==> config.mk <==
export PLATFORM = sky130hd
export DESIGN_NAME = tff_bank_counter
export DESIGN_NICKNAME = d
export VERILOG_FILES = /design/src/rtl/tff_bank_counter.sv
export SDC_FILE = /design/constraint.sdc
export NUM_CORES = 1
export LEC_CHECK = 0
export ABC_AREA = 1
export CORE_AREA = 2 2 39 41
export CTS_CLUSTER_DIAMETER = 50
export DETAILED_ROUTE_END_ITERATION = 6
export DIE_AREA = 0 0 41 43
export GPL_TIMING_DRIVEN = 0
export PLACE_DENSITY = 0.75
export SLEW_MARGIN = 20
export SYNTH_ARGS = -nofsm -noshare
export SYNTH_HDL_FRONTEND = slang
export SYNTH_SLANG_ARGS = --single-unit
==> constraint.sdc <==
create_clock -name ck -period 1.33 [get_ports ck]
set_clock_uncertainty 0.15 [all_clocks]
set_input_delay 0.266 -clock ck [delete_from_list [all_inputs] [get_ports ck]]
set_output_delay 0.266 -clock ck [all_outputs]
set_load 0.01 [all_outputs]
==> src/rtl/tff_bank_counter.sv <==
// rtl/tff_bank_counter.sv - WIDTH-bit T flip-flop bank / modulo-MOD up/down counter
module tff_bank_counter #(
  parameter int WIDTH = 4,
  parameter int MOD   = 16
) (
  input  logic             ck,
  input  logic             rs,
  input  logic [1:0]       mode,
  input  logic             up,
  input  logic [WIDTH-1:0] d,
  output logic [WIDTH-1:0] q,
  output logic             tc,
  output logic             wrap,
  output logic             err
);

  localparam logic [1:0] MODE_HOLD   = 2'b00;
  localparam logic [1:0] MODE_COUNT  = 2'b01;
  localparam logic [1:0] MODE_TOGGLE = 2'b10;
  localparam logic [1:0] MODE_LOAD   = 2'b11;

  // One extra bit so MOD == 2^WIDTH is representable in the range compares.
  localparam logic [WIDTH:0]   MOD_W = (WIDTH + 1)'(MOD);
  localparam logic [WIDTH-1:0] MAX_Q = WIDTH'(MOD - 1);
  localparam logic [WIDTH-1:0] ONE_Q = WIDTH'(1);

  logic [WIDTH-1:0] q_q, q_d;
  logic             wrap_q, wrap_d;
  logic             err_q, err_d;
  logic [WIDTH-1:0] toggled;

  assign toggled = q_q ^ d;

  always_comb begin
    q_d    = q_q;
    wrap_d = 1'b0;
    err_d  = 1'b0;
    case (mode)
      MODE_COUNT: begin
        if (up) begin
          if (q_q == MAX_Q) begin
            q_d    = '0;
            wrap_d = 1'b1;
          end else begin
            q_d = q_q + ONE_Q;
          end
        end else begin
          if (q_q == '0) begin
            q_d    = MAX_Q;
            wrap_d = 1'b1;
          end else begin
            q_d = q_q - ONE_Q;
          end
        end
      end
      MODE_TOGGLE: begin
        if ({1'b0, toggled} < MOD_W) begin
          q_d = toggled;
        end else begin
          q_d   = '0;
          err_d = 1'b1;
        end
      end
      MODE_LOAD: begin
        if ({1'b0, d} < MOD_W) begin
          q_d = d;
        end else begin
          q_d   = '0;
          err_d = 1'b1;
        end
      end
      MODE_HOLD: q_d = q_q;
      default:   q_d = q_q;
    endcase
  end

  always_ff @(posedge ck) begin
    if (!rs) begin
      q_q    <= '0;
      wrap_q <= 1'b0;
      err_q  <= 1'b0;
    end else begin
      q_q    <= q_d;
      wrap_q <= wrap_d;
      err_q  <= err_d;
    end
  end

  // Terminal count looks at the live mode/up so a direction flip is seen the same cycle.
  always_comb begin
    tc = 1'b0;
    if (mode == MODE_COUNT) begin
      tc = up ? (q_q == MAX_Q) : (q_q == '0);
    end
  end

  assign q    = q_q;
  assign wrap = wrap_q;
  assign err  = err_q;

endmodule

==> flow_metrics.py <==
metrics = {
    "place": {
        "dp_hpwl_um": 809,
        "dp.cells": 100,
        "place.gp.congestion": 0.843,
        "io_buffers": 14,
    },
    "sta": {
        "fmax_ghz": 0.607,
        "slew_viol_final": 0,
        "hold_viol": 0,
        "period_share_pct": 124,
        "setup_slack_ns": -0.319,
        "rsz0062_at_grt": "yes",
        "layout_min_cycle_time_ns": 1.65,
        "setup_violations": 2,
    },
    "route": {
        "firstDrtPassIters": 4,
        "viasPerCell": 4.86,
        "vias": 544,
        "wl_per_cell_um": 11.0,
        "drc": 0,
        "antenna_left": 0,
        "wirelength_um": 1240,
        "drtIter0Drc": 16,
    },
    "grt": {
        "grt_pass1_vias": 499,
        "grt_start_max_net_pins": 9,
        "antenna_found_initial": 0,
        "grt_first_pass_wirelength_um": 1920,
        "gr-total-overflow": 0,
        "track_usage_pct": 15.9,
    },
    "cts": {
        "clockBufferDepth": 2,
        "clock_latency_ns": 0.25,
        "clk_pin_slew_ns": 0.04,
        "htree_levels": 1,
        "cts_hold_buffers": 0,
        "cts_root_buf": "clkbuf_4",
        "numCtsBuffers": 3,
        "cts_tree": "yes",
        "cts.sinks": 5,
    },
    "pwr": {
        "ir_drop_mv": 0.482,
        "p_per_area_mw_per_mm2": 849,
        "p_leak_nw": 0.330,
        "power_mw": 0.616,
    },
    "die": {
        "die_area_mm2": 0.00176,
        "die_h_um": 43,
        "initial_core_util_pct": 30.8,
        "row_count": 14,
        "io_pins": 16,
        "core_area_mm2": 0.00138,
        "die_x_um": 41,
    },
    "yosys": {
        "syn-num-nets": 81,
        "avgSynthCellArea_um2": 6.10,
        "syn_area_um2": 427,
        "yosysSeqAreaShare_pct": 23.5,
        "syn_inst": 70,
        "yosysWarnings": 0,
        "synth-seq-cells": 5,
        "yosysUniqueCellTypes": 21,
    },
    "worst_setup_path": {
        "critPathLaunchType": "flop",
        "cp-end-kind": "output pin",
        "crit_path_max_fanout": 4,
        "worstPathArrival_ns": 1.23,
        "worst-setup-path-type": "flop to output pin",
        "crit_required_ns": 0.91,
    },
    "run_status": {
        "violations": "negative setup slack",
        "outcome": "complete, but fails checks",
    },
    "cells_and_area": {
        "multi_input_area_um2": 340,
        "drive_above_1_share_pct": 39.6,
        "nNetsFinal": 108,
        "stdcell_count": 112,
        "area_delta_synth_final_pct": 70.1,
        "seqCellArea_um2": 113,
        "fillers": 141,
        "antenna-diode-count": 0,
    },
    "worst_hold_path": {
        "hold_path_class": "input pin to flop",
    },
    "job": {
        "drv_cap": 0,
    },
}
[cell usage in the layout (no fill, tap or decap)]
| cell | instances |
|---|---|
| clkbuf_4 | 3 |
| nand3_4 | 1 |
| a21oi_2 | 2 |
| buf_4 | 9 |
| dfxtp_4 | 3 |
| clkdlybuf4s15_1 | 2 |
| inv_2 | 2 |
| clkinv_1 | 1 |
| dfxtp_2 | 1 |
| o21bai_1 | 1 |
| nand2_2 | 4 |
| conb_1 | 1 |
| buf_2 | 3 |
| nand4_1 | 1 |
| nand3_2 | 3 |
| ha_2 | 1 |
| clkdlybuf4s50_1 | 5 |
| o21ai_1 | 1 |
| inv_1 | 4 |
| and2_1 | 1 |
| a21oi_1 | 5 |
| o21ai_0 | 7 |
| nand2_1 | 13 |
| inv_4 | 2 |
| or2_4 | 1 |
| dlygate4sd2_1 | 4 |
| ha_4 | 1 |
| nand3_1 | 7 |
| o21ai_2 | 1 |
| a31oi_1 | 1 |
| dfxtp_1 | 1 |
| nor2_1 | 2 |
| clkbuf_1 | 1 |
| nor2_2 | 1 |
[repair_timing]
| item | in CTS | in global routing |
|---|---|---|
| gates resized for setup | 26 | 11 |
| endpoints found under the setup margin | 10 | 8 |
| pin swaps | 5 | 4 |
| buffers inserted | 10 | 0 |
[logic make-up after synthesis]
family,synth area share (%)
other,0.879
AOI/OAI and AO/OA,22.9
and+or+nand+nor,37.2
DFF,23.5
adders and majority gates,5.86
buffers and inverters,9.68
[sequential cells by signal, indices dropped and copies added, names as in the netlist]
register	cells
q	4
wrap	1
[final timing paths]
path / depth (start not counted) / from / end / slack (ns)
setup reg to reg: 8 / q[0] / q[3] / -0.02
hold / removal: 3 / mode[1] / q[1] / 0.39
setup / recovery: 5 / q[1] / tc / -0.32
hold reg to reg: 2 / q[2] / q[2] / 0.45
[stage by stage]
stage               utilization [%]  hold WS (ns)  setup WS (ns)  setup TNS, ns  area, µm²
floorplan                         -         0.243       0.000889              0        449
global placement               44.0         0.438         -0.874          -2.51        609
detailed placement             44.0         0.446         -0.873          -2.50        609
CTS                            50.6         0.387         -0.318         -0.415        701
global route                   52.4         0.403         -0.373         -0.589        726
finish                         52.4         0.395         -0.319         -0.343        726
[cells in the mapped netlist, drive strengths merged]
library cell / number / share of area (%)
or2: 1 / 1.5
dfxtp: 5 / 23
inv: 8 / 7.0
conb: 1 / 0.88
ha: 2 / 5.9
a31oi: 1 / 1.5
clkinv: 1 / 0.88
nand4: 1 / 1.5
nand3: 11 / 14
nand2: 17 / 16
buf: 1 / 1.8
a21oi: 7 / 9.1
o21bai: 1 / 1.8
o21ai: 9 / 11
nor2: 3 / 2.6
and2: 1 / 1.5
[worst max-delay path, stage by stage (launching register included)]
cell and delay (ns):
dfxtp_4 0.36, inv_4 0.06, ha_4 0.12, nand4_1 0.13, a21oi_2 0.17, buf_2 0.15
[where the power goes]
group / total [mW] / switching (mW) / internal [mW]
registers: 0.190 / 0.0239 / 0.166
logic: 0.244 / 0.122 / 0.122
clock network: 0.183 / 0.0688 / 0.114
total: 0.616 / 0.214 / 0.402
[area by class of cell]
| class | count | area share (%) |
|---|---|---|
| inverter | 9 | 5.34 |
| timing repair buffer | 22 | 24.8 |
| buffer | 1 | 1.03 |
| clock buffer | 4 | 3.62 |
| sequential | 5 | 15.5 |
| multi-input combinational | 55 | 46.9 |
| tap | 16 | 2.76 |
[layer usage]
metal | vias to the layer above | track usage, % | wire, µm
li1 | 288 | - | -
met1 | 243 | 20.3 | 557
met2 | 13 | 22.8 | 634
met3 | 0 | 6.81 | 45
met4 | 0 | 6.00 | 0
met5 | - | 0 | 0
No activity file was read; power rests on OpenSTA's default activity.
